`config.mk`:
```
export PLATFORM = sky130hd
export DESIGN_NAME = ciop_intr_rx
export DESIGN_NICKNAME = d
export VERILOG_FILES = /design/src/rtl/ciop_intr_rx.sv
export SDC_FILE = /design/constraint.sdc
export NUM_CORES = 1
export LEC_CHECK = 0
export BUFFER_PORTS_ARGS = -buffer_cell sky130_fd_sc_hd__buf_4
export CAP_MARGIN = 20
export CELL_PAD_IN_SITES_DETAIL_PLACEMENT = 0
export CELL_PAD_IN_SITES_GLOBAL_PLACEMENT = 1
export CORE_ASPECT_RATIO = 0.9
export CORE_MARGIN = 2
export CORE_UTILIZATION = 35
export CTS_BUF_LIST = sky130_fd_sc_hd__clkbuf_8
export CTS_CLUSTER_SIZE = 30
export DETAILED_ROUTE_END_ITERATION = 8
export HOLD_SLACK_MARGIN = 0.06
export PLACE_DENSITY_LB_ADDON = 0.1
export SLEW_MARGIN = 20
export SYNTH_ARGS = -nofsm -noshare
export SYNTH_HDL_FRONTEND = slang
export SYNTH_SLANG_ARGS = --single-unit
export TNS_END_PERCENT = 50
```
`constraint.sdc`:
```
create_clock -name clk -period 3.3 [get_ports clk]
set_input_delay 0.495 -clock clk [delete_from_list [all_inputs] [get_ports clk]]
set_output_delay 0.495 -clock clk [all_outputs]
set_load 0.02 [all_outputs]
```
`src/rtl/ciop_intr_rx.sv`:
```
// Tile-side receiver for 2-flit chip I/O bridge interrupt packets.
// Optional destination check: define CIOP_INTR_RX_DSTCHK_EN.
`ifndef MSG_DST_X
`define MSG_DST_X 49:42
`endif
`ifndef MSG_DST_Y
`define MSG_DST_Y 41:34
`endif
`ifndef MSG_LENGTH
`define MSG_LENGTH 29:22
`endif
`ifndef MSG_TYPE
`define MSG_TYPE 21:14
`endif
`ifndef MSG_TYPE_INTERRUPT
`define MSG_TYPE_INTERRUPT 8'd33
`endif

module ciop_intr_rx #(
  parameter int NOC_DATA_WIDTH = 64,
  parameter int FIFO_DEPTH     = 4,
  parameter int CNT_WIDTH      = 8
) (
  input  logic                      clk,
  input  logic                      rst_n,
  input  logic [7:0]                my_x,
  input  logic [7:0]                my_y,
  input  logic                      noc_in_val,
  output logic                      noc_in_rdy,
  input  logic [NOC_DATA_WIDTH-1:0] noc_in_data,
  output logic                      intr_val,
  input  logic                      intr_rdy,
  output logic [NOC_DATA_WIDTH-1:0] intr_data,
  output logic [5:0]                intr_vec,
  output logic                      intr_err,
  output logic [CNT_WIDTH-1:0]      accept_cnt,
  output logic [CNT_WIDTH-1:0]      drop_cnt
);

  localparam int PW = $clog2(FIFO_DEPTH);
  localparam int CW = PW + 1;

  typedef enum logic [1:0] {
    S_HDR,
    S_PAY,
    S_DROP
  } state_t;

  state_t state_q, state_d;
  logic [7:0] drop_q, drop_d;
  logic       rdy_en_q;
  logic       err_q;
  logic [CNT_WIDTH-1:0] acc_q, drp_q;

  logic [NOC_DATA_WIDTH-1:0] mem_q [FIFO_DEPTH];
  logic [PW-1:0] wr_q, rd_q;
  logic [CW-1:0] cnt_q;

  logic [7:0] hdr_type, hdr_len;
  logic       dst_ok, hdr_good;
  logic       xfer, push, pop, bad_hdr;
  logic       fifo_full, fifo_empty;

  assign hdr_type = noc_in_data[`MSG_TYPE];
  assign hdr_len  = noc_in_data[`MSG_LENGTH];

`ifdef CIOP_INTR_RX_DSTCHK_EN
  assign dst_ok = (noc_in_data[`MSG_DST_X] == my_x) &&
                  (noc_in_data[`MSG_DST_Y] == my_y);
`else
  logic unused_dst;
  assign unused_dst = ^{my_x, my_y};
  assign dst_ok     = 1'b1;
`endif

  assign hdr_good = (hdr_type == `MSG_TYPE_INTERRUPT) &&
                    (hdr_len == 8'd1) && dst_ok;

  assign fifo_full  = (cnt_q == CW'(FIFO_DEPTH));
  assign fifo_empty = (cnt_q == '0);

  // no full bypass: a pop in the same cycle does not reopen the input
  assign noc_in_rdy = (state_q == S_PAY) ? !fifo_full : rdy_en_q;
  assign xfer       = noc_in_val && noc_in_rdy;

  assign intr_val = !fifo_empty;
  assign pop      = intr_val && intr_rdy;
  assign intr_data = intr_val ? mem_q[rd_q] : '0;
  assign intr_vec  = intr_data[5:0];

  assign intr_err   = err_q;
  assign accept_cnt = acc_q;
  assign drop_cnt   = drp_q;

  always_comb begin
    state_d = state_q;
    drop_d  = drop_q;
    push    = 1'b0;
    bad_hdr = 1'b0;
    unique case (state_q)
      S_HDR: begin
        if (xfer) begin
          if (hdr_good) begin
            state_d = S_PAY;
          end else begin
            bad_hdr = 1'b1;
            if (hdr_len != 8'd0) begin
              state_d = S_DROP;
              drop_d  = hdr_len;
            end
          end
        end
      end
      S_PAY: begin
        if (xfer) begin
          push    = 1'b1;
          state_d = S_HDR;
        end
      end
      S_DROP: begin
        if (xfer) begin
          drop_d = drop_q - 8'd1;
          if (drop_q == 8'd1) state_d = S_HDR;
        end
      end
      default: state_d = S_HDR;
    endcase
  end

  always_ff @(posedge clk) begin
    if (!rst_n) begin
      state_q  <= S_HDR;
      drop_q   <= '0;
      rdy_en_q <= 1'b0;
      err_q    <= 1'b0;
      acc_q    <= '0;
      drp_q    <= '0;
      wr_q     <= '0;
      rd_q     <= '0;
      cnt_q    <= '0;
    end else begin
      state_q  <= state_d;
      drop_q   <= drop_d;
      rdy_en_q <= 1'b1;
      err_q    <= bad_hdr;
      if (push) begin
        acc_q <= acc_q + 1'b1;
        wr_q  <= wr_q + 1'b1;
      end
      if (bad_hdr && (drp_q != '1)) drp_q <= drp_q + 1'b1;
      if (pop) rd_q <= rd_q + 1'b1;
      unique case ({push, pop})
        2'b10:   cnt_q <= cnt_q + 1'b1;
        2'b01:   cnt_q <= cnt_q - 1'b1;
        default: cnt_q <= cnt_q;
      endcase
    end
  end

  always_ff @(posedge clk) begin
    if (push) mem_q[wr_q] <= noc_in_data;
  end

endmodule

```
After elaboration in Yosys (flattened, before gate mapping):

Memories as Yosys holds them, arrays and structs flattened. A register that Yosys moved wholly into a read port is not among the register bits.
Index checks and enable logic that the tools add are counted.

* flip-flop bits (word level): 35
* bits in latches: 0
* RAM bits: 256
* ROM bits: 0
* input bits: 84
* output and inout bits: 89
* logic and storage cells: 71
* memories: 1

Memory list
* mem_q: depth 4, width 64, rd ports 1, clocked after memory_dff 1, write ports 1, line 55 `logic [NOC_DATA_WIDTH-1:0] mem_q [FIFO_DEPTH];`

* add/sub/neg operators: 7
* multipliers: 0
* divide/modulo/power cells: 0
* magnitude comparators: 0
* eq/ne operators: 16
* shift operators: 0
* muxes and demuxes: 25
* bitwise operators: 0
* reductions and logical operators: 13

Operator list (count)
* two-way mux 64 bit: 1
* two-way mux 8 bit: 4
* adder 8 x 1 -> 8 bit, second input constant: 2
* equality test 8 x 1 -> 1 bit, second input constant: 2
* two-way mux 2 bit: 8
* case mux 8 bit (2 select lines): 1
* != test 2 bit, second input constant: 6
* AND reduction 5 bit: 2
* two-way mux 1 bit: 9
* equality test 8 x 6 -> 1 bit, second input constant: 1
* != test 8 bit, second input constant: 1
* nonzero test 8 bit: 1
* subtractor 8 x 1 -> 8 bit, second input constant: 1
* case mux 2 bit (3 select lines): 1
* case mux 3 bit (2 select lines): 1
* adder 2 x 1 -> 2 bit, second input constant: 2
* equality test 2 x 1 -> 1 bit, second input constant: 2
* equality test 2 bit, second input constant: 2
* logical AND 1 bit: 4
* nonzero test 2 bit: 2
* adder 3 x 1 -> 3 bit, second input constant: 1
* equality test 3 bit, second input constant: 1
* logical NOT 3 bit: 1
* != test 3 bit, second input constant: 1
* 3 further kinds: 4

Logic depth before layout (Yosys ltp):

Gate-level depths: netlist of the first run.

* depth after elaboration: 8
* mapped depth: 11
* gate-level depth less buffers: 9

Worst setup path after synthesis of the first run:

No wires, ideal clock.

* kind: flip-flop to flip-flop
* start: register state_q[0]
* end: memory mem_q[0][0] (enable)
* library setup time: 0.429 ns
* data arrival time: 2.569 ns
* data required time: 2.871 ns
* setup slack: 0.302 ns
* stages on the path, launching flop included: 6
* buffers on the path: 2
* cells stage by stage: dfxtp_1 -> buf_6 -> and2b_1 -> o211a_1 -> buf_2 -> and2_1

* cells in the longest elaborated chain, start to end: 7

RTL lines
* start: declaration: line 49 `state_t state_q, state_d;`
* start signal: assignment: line 142 `state_q <= state_d;`
* equality test 2 x 1 -> 1 bit *: line 83, 100
* two-way mux 1 bit: line 83 `assign noc_in_rdy = (state_q == S_PAY) ? !fifo_full : rdy_en_q;`
* logical AND 1 bit: line 84 `assign xfer = noc_in_val && noc_in_rdy;`
* two-way mux 1 bit: line 115 `if (xfer) begin`
* two-way mux 1 bit *: line 100 `unique case (state_q)`
* two-way mux 1 bit *: line 161 `if (push) mem_q[wr_q] <= noc_in_data;`
* two-way mux 1 bit (implied by the code) *: line 161
* end: declaration: line 55

Every way passes the cells marked *; elsewhere a longest branch is shown, timed or not.

==> metrics.txt, run 1 <==
Max-cap violations 0; Layout Skew 9.71 ps; First DRT Iteration DRCs 427; IO Port Bufs 156; total gr overflow 0; WL per Instance 19.7 um; setup TNS 0 ps; slowest cell delay on critical path 750 ps; cell taking the most area after synthesis edfxtp_1; share of cells above drive strength 1 0.376; Die H 177 um; RSZ-0062 raised after global routing false; asr flop ratio synth 0; Final Critical Period 2850 ps; total die area 34,700 um2; Mapped Nets 730; Root Driver clkbuf_8; Worst Path Required 2800 ps; Lkg Pwr 5.02 nW; CTS Buffer Depth 3; Data arrival, critical path 2350 ps; Synth Area per Inst 18.3 um2; Clock transition at path regs 60 ps; H-tree levels 2; Worst VDD drop 286 uV; crit start category flip-flop; Worst Path Max Fanout 37; initial antenna violation count 1; final HPWL from detailed placement 16.0 mm; Syn. warnings 0; TritonCTS clock tree done; Netlist Area Pre-Place 11,600 um2; Placement Setup Slack 631 ps; post-route ant nets 0; outcome finished clean; final RePlAce weighted congestion 0.774; Core Footprint 32,900 um2; Yosys cell types 54; CP endpoint kind primary output; Die X 196 um; number of synthesized flops with an enable pin 256; Slew @ Worst Pin 722 ps; # DRC 0; Hold Violations, Final 0; FF-to-FF Start state_q[0]$_SDFFE_PN0P_; drt pass-1 iters 6; crit-path cells buf_4 -> mux4_2 -> and2_1 -> buf_4; Register Area 8440 um2; Skew-Pair Late Insertion Delay 560 ps; GR Util All Layers 0.148; top cells by area, synth edfxtp_1, mux4_2, dfxtp_1; PwrDens 520 nW/um2; Setup WS post-layout 453 ps; largest net degree at the start of global routing 66; Post-Synthesis Cells 636; hold path startpoint noc_in_data[42]; I/O pin total 173; top-area cell type share of the netlist area 0.660; DR vias/cell 4.92; Slew headroom 0.513; cell mode on critical path buf_4; first-pass GRT wire length 39.1 mm; FP Rows 63; synthesis-to-finish area growth 24.0%; Main synth FF type edfxtp_1; Tcrit/Tclk final 0.863; final WL 25.5 mm; multi-input logic area 2980 um2; sequential fraction of the synthesis area 0.724; delay-heaviest family, CP flip-flops; Nets 927; Sink Count 293; worst min path class input port to flip-flop; Finish-stage setup viols 0; most common cell after layout, fill and taps aside edfxtp_1; Peak Freq 351 MHz; #FFs+latches synth 293; Final Slew Violations 0; crit path max-delay cell type dfxtp_4; initial core utilization 0.354; worst path bufs/invs 2; CTS Buf Count 52; Crit Path Category flip-flop to primary output; routed vias 6,390; vias in the first global route 6,990; Fillers 2,930; commonest non-fill, non-tap cells in the layout edfxtp_1, buf_4, and2_1
==> final timing paths <==
| check | slack, ps | cells after the start | endpoint |
|---|---|---|---|
| max reg2reg | 640 | 9 | cnt_q[2]$_SDFFE_PN0P_ |
| min | 130 | 1 | mem_q[3][42]$_DFFE_PP_ |
| min reg2reg | 500 | 2 | drop_q[6]$_SDFFE_PN0P_ |
| max | 450 | 4 | intr_data[0] |
==> worst reg2reg max path, cell delays in order (launching register included) <==
cell	delay, ps
dfxtp_1	520
or4b_4	550
o211a_1	240
inv_1	60
ha_1	180
inv_1	60
fa_1	370
xor2_1	160
or3_1	320
a21oi_1	140
==> stage by stage <==
step | util | std cells | cell area [um2] | hold slack, ps | power (mW)
6_report | 0.439 | 1298 | 14400 | 128 | 7.51
5_1_grt | 0.439 | 1297 | 14400 | 87.3 | 7.82
3_3_place_gp | 0.407 | 1200 | 13400 | 454 | 4.29
4_1_cts | 0.439 | 1297 | 14400 | 77.0 | 7.63
3_5_place_dp | 0.407 | 1200 | 13400 | 482 | 4.30
2_1_floorplan | - | 636 | 11600 | 442 | 4.18
==> state kept, by name, summed over array words and instances, names as in the netlist, named ones only <==
register / cells
accept_cnt: 8
cnt_q: 3
drop_cnt: 8
drop_q: 8
intr_err: 1
mem_q: 256
rd_q: 2
rdy_en_q: 1
state_q: 2
wr_q: 2
==> synth_stat cells (3+ instances only) <==
| library cell | n |
|---|---|
| ha_1 | 9 |
| clkbuf_1 | 18 |
| and4_1 | 3 |
| or4_1 | 5 |
| buf_2 | 10 |
| or3_1 | 4 |
| nand2_1 | 15 |
| edfxtp_1 | 256 |
| nand4_1 | 6 |
| o22ai_1 | 6 |
| mux2i_1 | 3 |
| and2_1 | 72 |
| xnor2_1 | 4 |
| o31ai_1 | 6 |
| o21ai_0 | 6 |
| buf_4 | 6 |
| inv_1 | 11 |
| nor3_1 | 3 |
| nor2_1 | 26 |
| nand3_1 | 8 |
| nor4_1 | 4 |
| a21oi_1 | 11 |
| dfxtp_1 | 37 |
| xor2_1 | 8 |
| mux4_2 | 64 |
==> metal layers <==
metal  vias to the layer above  track usage  share of wire
met2                       169        0.260           0.51
li1                       2917            -              -
met4                         0       0.0492          0.020
met3                        47       0.0360          0.053
met1                      3257        0.181           0.42
met5                         -            0              0
==> cell families after synthesis <==
kind of cell / after synthesis / share of synthesized area
DFF: 293 / 0.724
AOI/OAI and AO/OA: 50 / 0.0320
muxes: 67 / 0.126
buffers and inverters: 48 / 0.0205
xor gates and xnor gates: 12 / 0.00903
and+or+nand+nor: 156 / 0.0765
adders and majority gates: 10 / 0.0114
==> layout make-up <==
type / count / area share
tap: 422 / 0.0366
inverter: 12 / 0.00312
sequential: 293 / 0.584
antenna: 1 / 0.000173
clock buffer: 54 / 0.0515
multi-input combinational: 295 / 0.207
timing repair buffer: 179 / 0.0976
clock inverter: 42 / 0.0199
==> where the power goes <==
group / internal [mW] / total, mW / leakage (nW) / switching (mW)
clock: 1.84 / 3.28 / 0.591 / 1.44
sequential: 4.03 / 4.04 / 2.60 / 0.00889
combinational: 0.0831 / 0.186 / 1.83 / 0.103
total: 5.95 / 7.51 / 5.02 / 1.56
==> what timing repair did <==
item / CTS / global route
setup buffers: 0 / 0
endpoints found under the hold margin: 1 / 0
hold buffers: 1 / 0
gates resized for setup: 0 / 0
(Power assumes the default switching activity.)
==> run 2, diff against run 1 <==
Settings changed: REMOVE_ABC_BUFFERS set to 1.
==> run 2 against run 1 <==
  * Clock power is 9.1% lower
  * Via count rose by 0.45%
  * Count of clock-buffer cells in the layout fell by 1
  * Die area did not move
  * Largest power group unchanged
==> metrics.txt, run 2 (synthesis results as in run 1) <==
outcome finished clean; Post-CTS Setup Repair Bufs 0; Worst Path Required 2800 ps; Worst VDD drop 227 uV; Clock transition at path regs 60 ps; RSZ-0062 raised after global routing false; hold path startpoint rst_n; GR Util All Layers 0.147; Largest Register mem_q; final RePlAce weighted congestion 0.822; Reg2Reg Setup Slack 460 ps; Final Critical Period 2930 ps; Data arrival, critical path 2430 ps; CTS Buf Count 51; # DRC 0; First DRT Iteration DRCs 405; synthesis-to-finish area growth 22.6%; routed vias 6,419; Skew-Pair Late Insertion Delay 570 ps; Ant. Diodes 0; final instance area 14,300 um2; WL per Instance 20.0 um; Worst Path Max Fanout 26; Lkg Pwr 4.92 nW; # resized after CTS 0; Max-cap violations 0; Final Util 0.434; FF-to-FF Start state_q[0]$_SDFFE_PN0P_; FP Rows 63; Sink Count 293; WHS Endpoint rdy_en_q$_DFF_P_; Layout Skew 34.7 ps; PwrDens 505 nW/um2; Core Footprint 32,900 um2; share of cells above drive strength 1 0.358; Root Driver clkbuf_8; total die area 34,700 um2; max reg flops 256; final HPWL from detailed placement 15.6 mm; initial antenna violation count 1; total gr overflow 0; Final Slew Violations 0; Worst R2R End cnt_q[2]$_SDFFE_PN0P_; Post-CTS Hold Buffers 0; Die X 196 um; placed cell area 13,300 um2; vias in the first global route 6,795; I/O pin total 173; Worst R2R Path Depth 9; crit start category flip-flop; Finish-stage setup viols 0; final WL 25.7 mm; Nets 916; Peak Freq 342 MHz; most common cell after layout, fill and taps aside edfxtp_1; largest net degree at the start of global routing 66; post-route ant nets 0; WHS Path Cells 1; worst min path class input port to flip-flop; TritonCTS clock tree done; H-tree levels 2; CTS Buffer Depth 3; Die H 177 um; first-pass GRT wire length 38.9 mm; DR vias/cell 5.00; Tcrit/Tclk final 0.887; commonest non-fill, non-tap cells in the layout edfxtp_1, buf_4, and2_1; Hold Violations, Final 0; CP endpoint kind primary output; drt pass-1 iters 6; IO Port Bufs 156; Slew headroom 0.312; Slew @ Worst Pin 1020 ps; initial core utilization 0.354; Crit Path Category flip-flop to primary output
==> run 2: where the power goes <==
part           switching, mW  internal, mW
sequential           0.00869          4.03
combinational          0.103        0.0823
clock                   1.41          1.57
total                   1.52          5.68
==> run 2: worst max path at each step <==
stage                     cells past startpoint  slack (ps)                    end
after floorplan                               2        -860           intr_data[0]
after global placement                        9         490  cnt_q[2]$_SDFFE_PN0P_
after detailed placement                      9         410  cnt_q[2]$_SDFFE_PN0P_
after CTS                                     4         250           intr_data[5]
after global routing                          4         170           intr_data[5]
final                                         4         370           intr_data[5]
==> run 2: layer usage <==
layer,up-vias,part of all wire,GRT usage
met3,44,0.053,0.0358
met2,171,0.49,0.247
met4,2,0.022,0.0502
met1,3317,0.43,0.189
li1,2885,-,-
met5,-,0.00035,0
==> run 2: stage by stage <==
step | setup slack (ps) | TNS, ps | hold slack [ps] | total power, mW | cells
after floorplan | -865 | -56560 | 442 | 4.18 | 600
after global placement | 489 | 0 | 455 | 4.29 | 1191
after detailed placement | 411 | 0 | 475 | 4.30 | 1191
after CTS | 247 | 0 | 73.7 | 7.31 | 1284
after global routing | 168 | 0 | 79.4 | 7.50 | 1284
final | 372 | 0 | 110 | 7.21 | 1284
==> run 2: cell type report <==
| type | instances | area (um2) |
|---|---|---|
| timing repair buffer | 169 | 1360 |
| clock inverter | 40 | 193 |
| clock buffer | 53 | 729 |
| multi-input combinational | 295 | 2980 |
| tap | 422 | 528 |
| inverter | 12 | 45.0 |
| sequential | 293 | 8440 |
| fill | 2941 | 18600 |
==> run 2: critical path: stages (launching register included) <==
cell and delay (ps):
dfxtp_4 650, buf_12 320, mux4_2 530, and2_1 200
buf_4 160
==> run 3, diff against run 2 <==
--- a/config.mk
+++ b/config.mk
@@ -17,5 +17,5 @@
 export DETAILED_ROUTE_END_ITERATION = 8
 export HOLD_SLACK_MARGIN = 0.06
-export PLACE_DENSITY_LB_ADDON = 0.1
+export PLACE_DENSITY = 0.71
 export REMOVE_ABC_BUFFERS = 1
 export SLEW_MARGIN = 20
==> constraint.sdc (replaced) <==
create_clock -name clk -period 3.3 [get_ports clk]
set_input_delay 0.495 -clock clk [delete_from_list [all_inputs] [get_ports clk]]
set_output_delay 0.495 -clock clk [all_outputs]
set_load 0.01 [all_outputs]
==> run 3 against run 2 <==
  * First-iteration DRC count down 14%
  * Combinational power decreased by 4%
  * Global-route usage down 1.1 points
  * Critical path depth unchanged
  * Wire length down 8.1%
  * Critical path type unchanged
  * Critical endpoint is now intr_data[39]
  * Largest power group unchanged
==> metrics.txt, run 3 (synthesis results as in run 1) <==
Core Footprint 32,900 um2; slowest cell delay on critical path 600 ps; PwrDens 498 nW/um2; Die X 196 um; Slew headroom 0.319; GR Util All Layers 0.136; crit path max-delay cell type dfxtp_4; Worst VDD drop 238 uV; initial core utilization 0.354; sequential power share 0.571; total gr overflow 0; initial antenna violation count 1; CTS Buf Count 47; Post-CTS Setup Repair Bufs 0; worst min path class input port to flip-flop; Lkg Pwr 4.88 nW; Data arrival, critical path 2320 ps; Worst Path Max Fanout 26; CP endpoint kind primary output; IO Port Bufs 156; final WL 23.6 mm; final instance area 14,200 um2; post-route ant nets 0; placed cell area 13,300 um2; crit start category flip-flop; Worst Path Required 2800 ps; Clock transition at path regs 60 ps; Reg2Reg Setup Slack 650 ps; final RePlAce weighted congestion 0.720; crit-path cells buf_12 -> mux4_2 -> and2_1 -> buf_4; Final Slew Violations 0; Ant. Diodes 0; Hold Violations, Final 0; Sink Count 293; first-pass GRT wire length 36.2 mm; WL per Instance 18.5 um; Crit Path Category flip-flop to primary output; DR vias/cell 4.90; Clk pwr share 0.404; Slew @ Worst Pin 1020 ps; Max-cap violations 0; max reg flops 256; # resized after CTS 0; Combinational Power Share 0.025; vias in the first global route 6,517; Layout Skew 31.4 ps; Final Critical Period 2820 ps; I/O pin total 173; final HPWL from detailed placement 14.4 mm; most common cell after layout, fill and taps aside edfxtp_1; Nets 911; RSZ-0062 raised after global routing false; CTS Buffer Depth 3; Largest Register mem_q; commonest non-fill, non-tap cells in the layout edfxtp_1, buf_4, and2_1; Peak Freq 355 MHz; Finish-stage setup viols 0; Die H 177 um; largest net degree at the start of global routing 66; Post-CTS Hold Buffers 0; Tcrit/Tclk final 0.854; synthesis-to-finish area growth 22.1%; routed vias 6,263; Root Driver clkbuf_8; Skew-Pair Late Insertion Delay 570 ps; # DRC 0; drt pass-1 iters 4; H-tree levels 2; internal cell power 5.56 mW; share of cells above drive strength 1 0.360; TritonCTS clock tree done; cell count after placement 1,190; total die area 34,700 um2; First DRT Iteration DRCs 348; sw power 1.51 mW; outcome finished clean; Finished Layout Cells 1,278; FP Rows 63; switching share of power 0.214
## run 3: power by group through the flow
stage	logic, mW	registers [mW]	clock network [mW]
final	0.177	4.04	2.86
after global placement	0.173	4.12	0
after floorplan	0.0549	4.12	0
after CTS	0.179	4.04	2.96
after global routing	0.197	4.04	3.11
after detailed placement	0.179	4.12	0
## run 3: worst paths after layout
| kind | start | endpoint | depth (start not counted) |
|---|---|---|---|
| setup / recovery | flip-flop | intr_data[39] | 4 |
| hold / removal | noc_in_data[9] | mem_q[2][9]$_DFFE_PP_ | 1 |
| hold reg to reg | drop_q[6]$_SDFFE_PN0P_ | drop_q[6]$_SDFFE_PN0P_ | 2 |
| setup reg to reg | state_q[1]$_SDFFE_PN0P_ | cnt_q[2]$_SDFFE_PN0P_ | 9 |
## run 3: cell type report
cell class                      instances  area [um2]
Multi-Input combinational cell        295        2980
Inverter                               12        45.0
Timing Repair Buffer                  168        1350
Tap cell                              422         528
Sequential cell                       293        8440
Clock buffer                           48         661
Clock inverter                         40         214
Fill cell                            2949       18700
## run 3: through the flow
stage | setup TNS (ps) | hold slack (ps) | util | power [mW] | setup slack (ps)
final | 0 | 126 | 0.432 | 7.08 | 481
after global routing | 0 | 74.9 | 0.432 | 7.35 | 300
after CTS | 0 | 79.3 | 0.432 | 7.18 | 361
after detailed placement | 0 | 462 | 0.406 | 4.30 | 655
after global placement | 0 | 460 | 0.406 | 4.29 | 669
after floorplan | -53590 | 442 | - | 4.18 | -796
## run 3: critical path, delay by kind of cell (launching register included)
kind | cells | cell delay, ps
DFF | 1 | 600
muxes | 1 | 510
buffers and inverters | 2 | 440
and+or+nand+nor | 1 | 210
## run 3: routing by layer
metal	up-vias	share of wire	global-route usage
li1	2885	-	-
met1	3154	0.44	0.180
met2	183	0.47	0.220
met3	39	0.073	0.0381
met4	2	0.015	0.0423
met5	-	0.00076	0
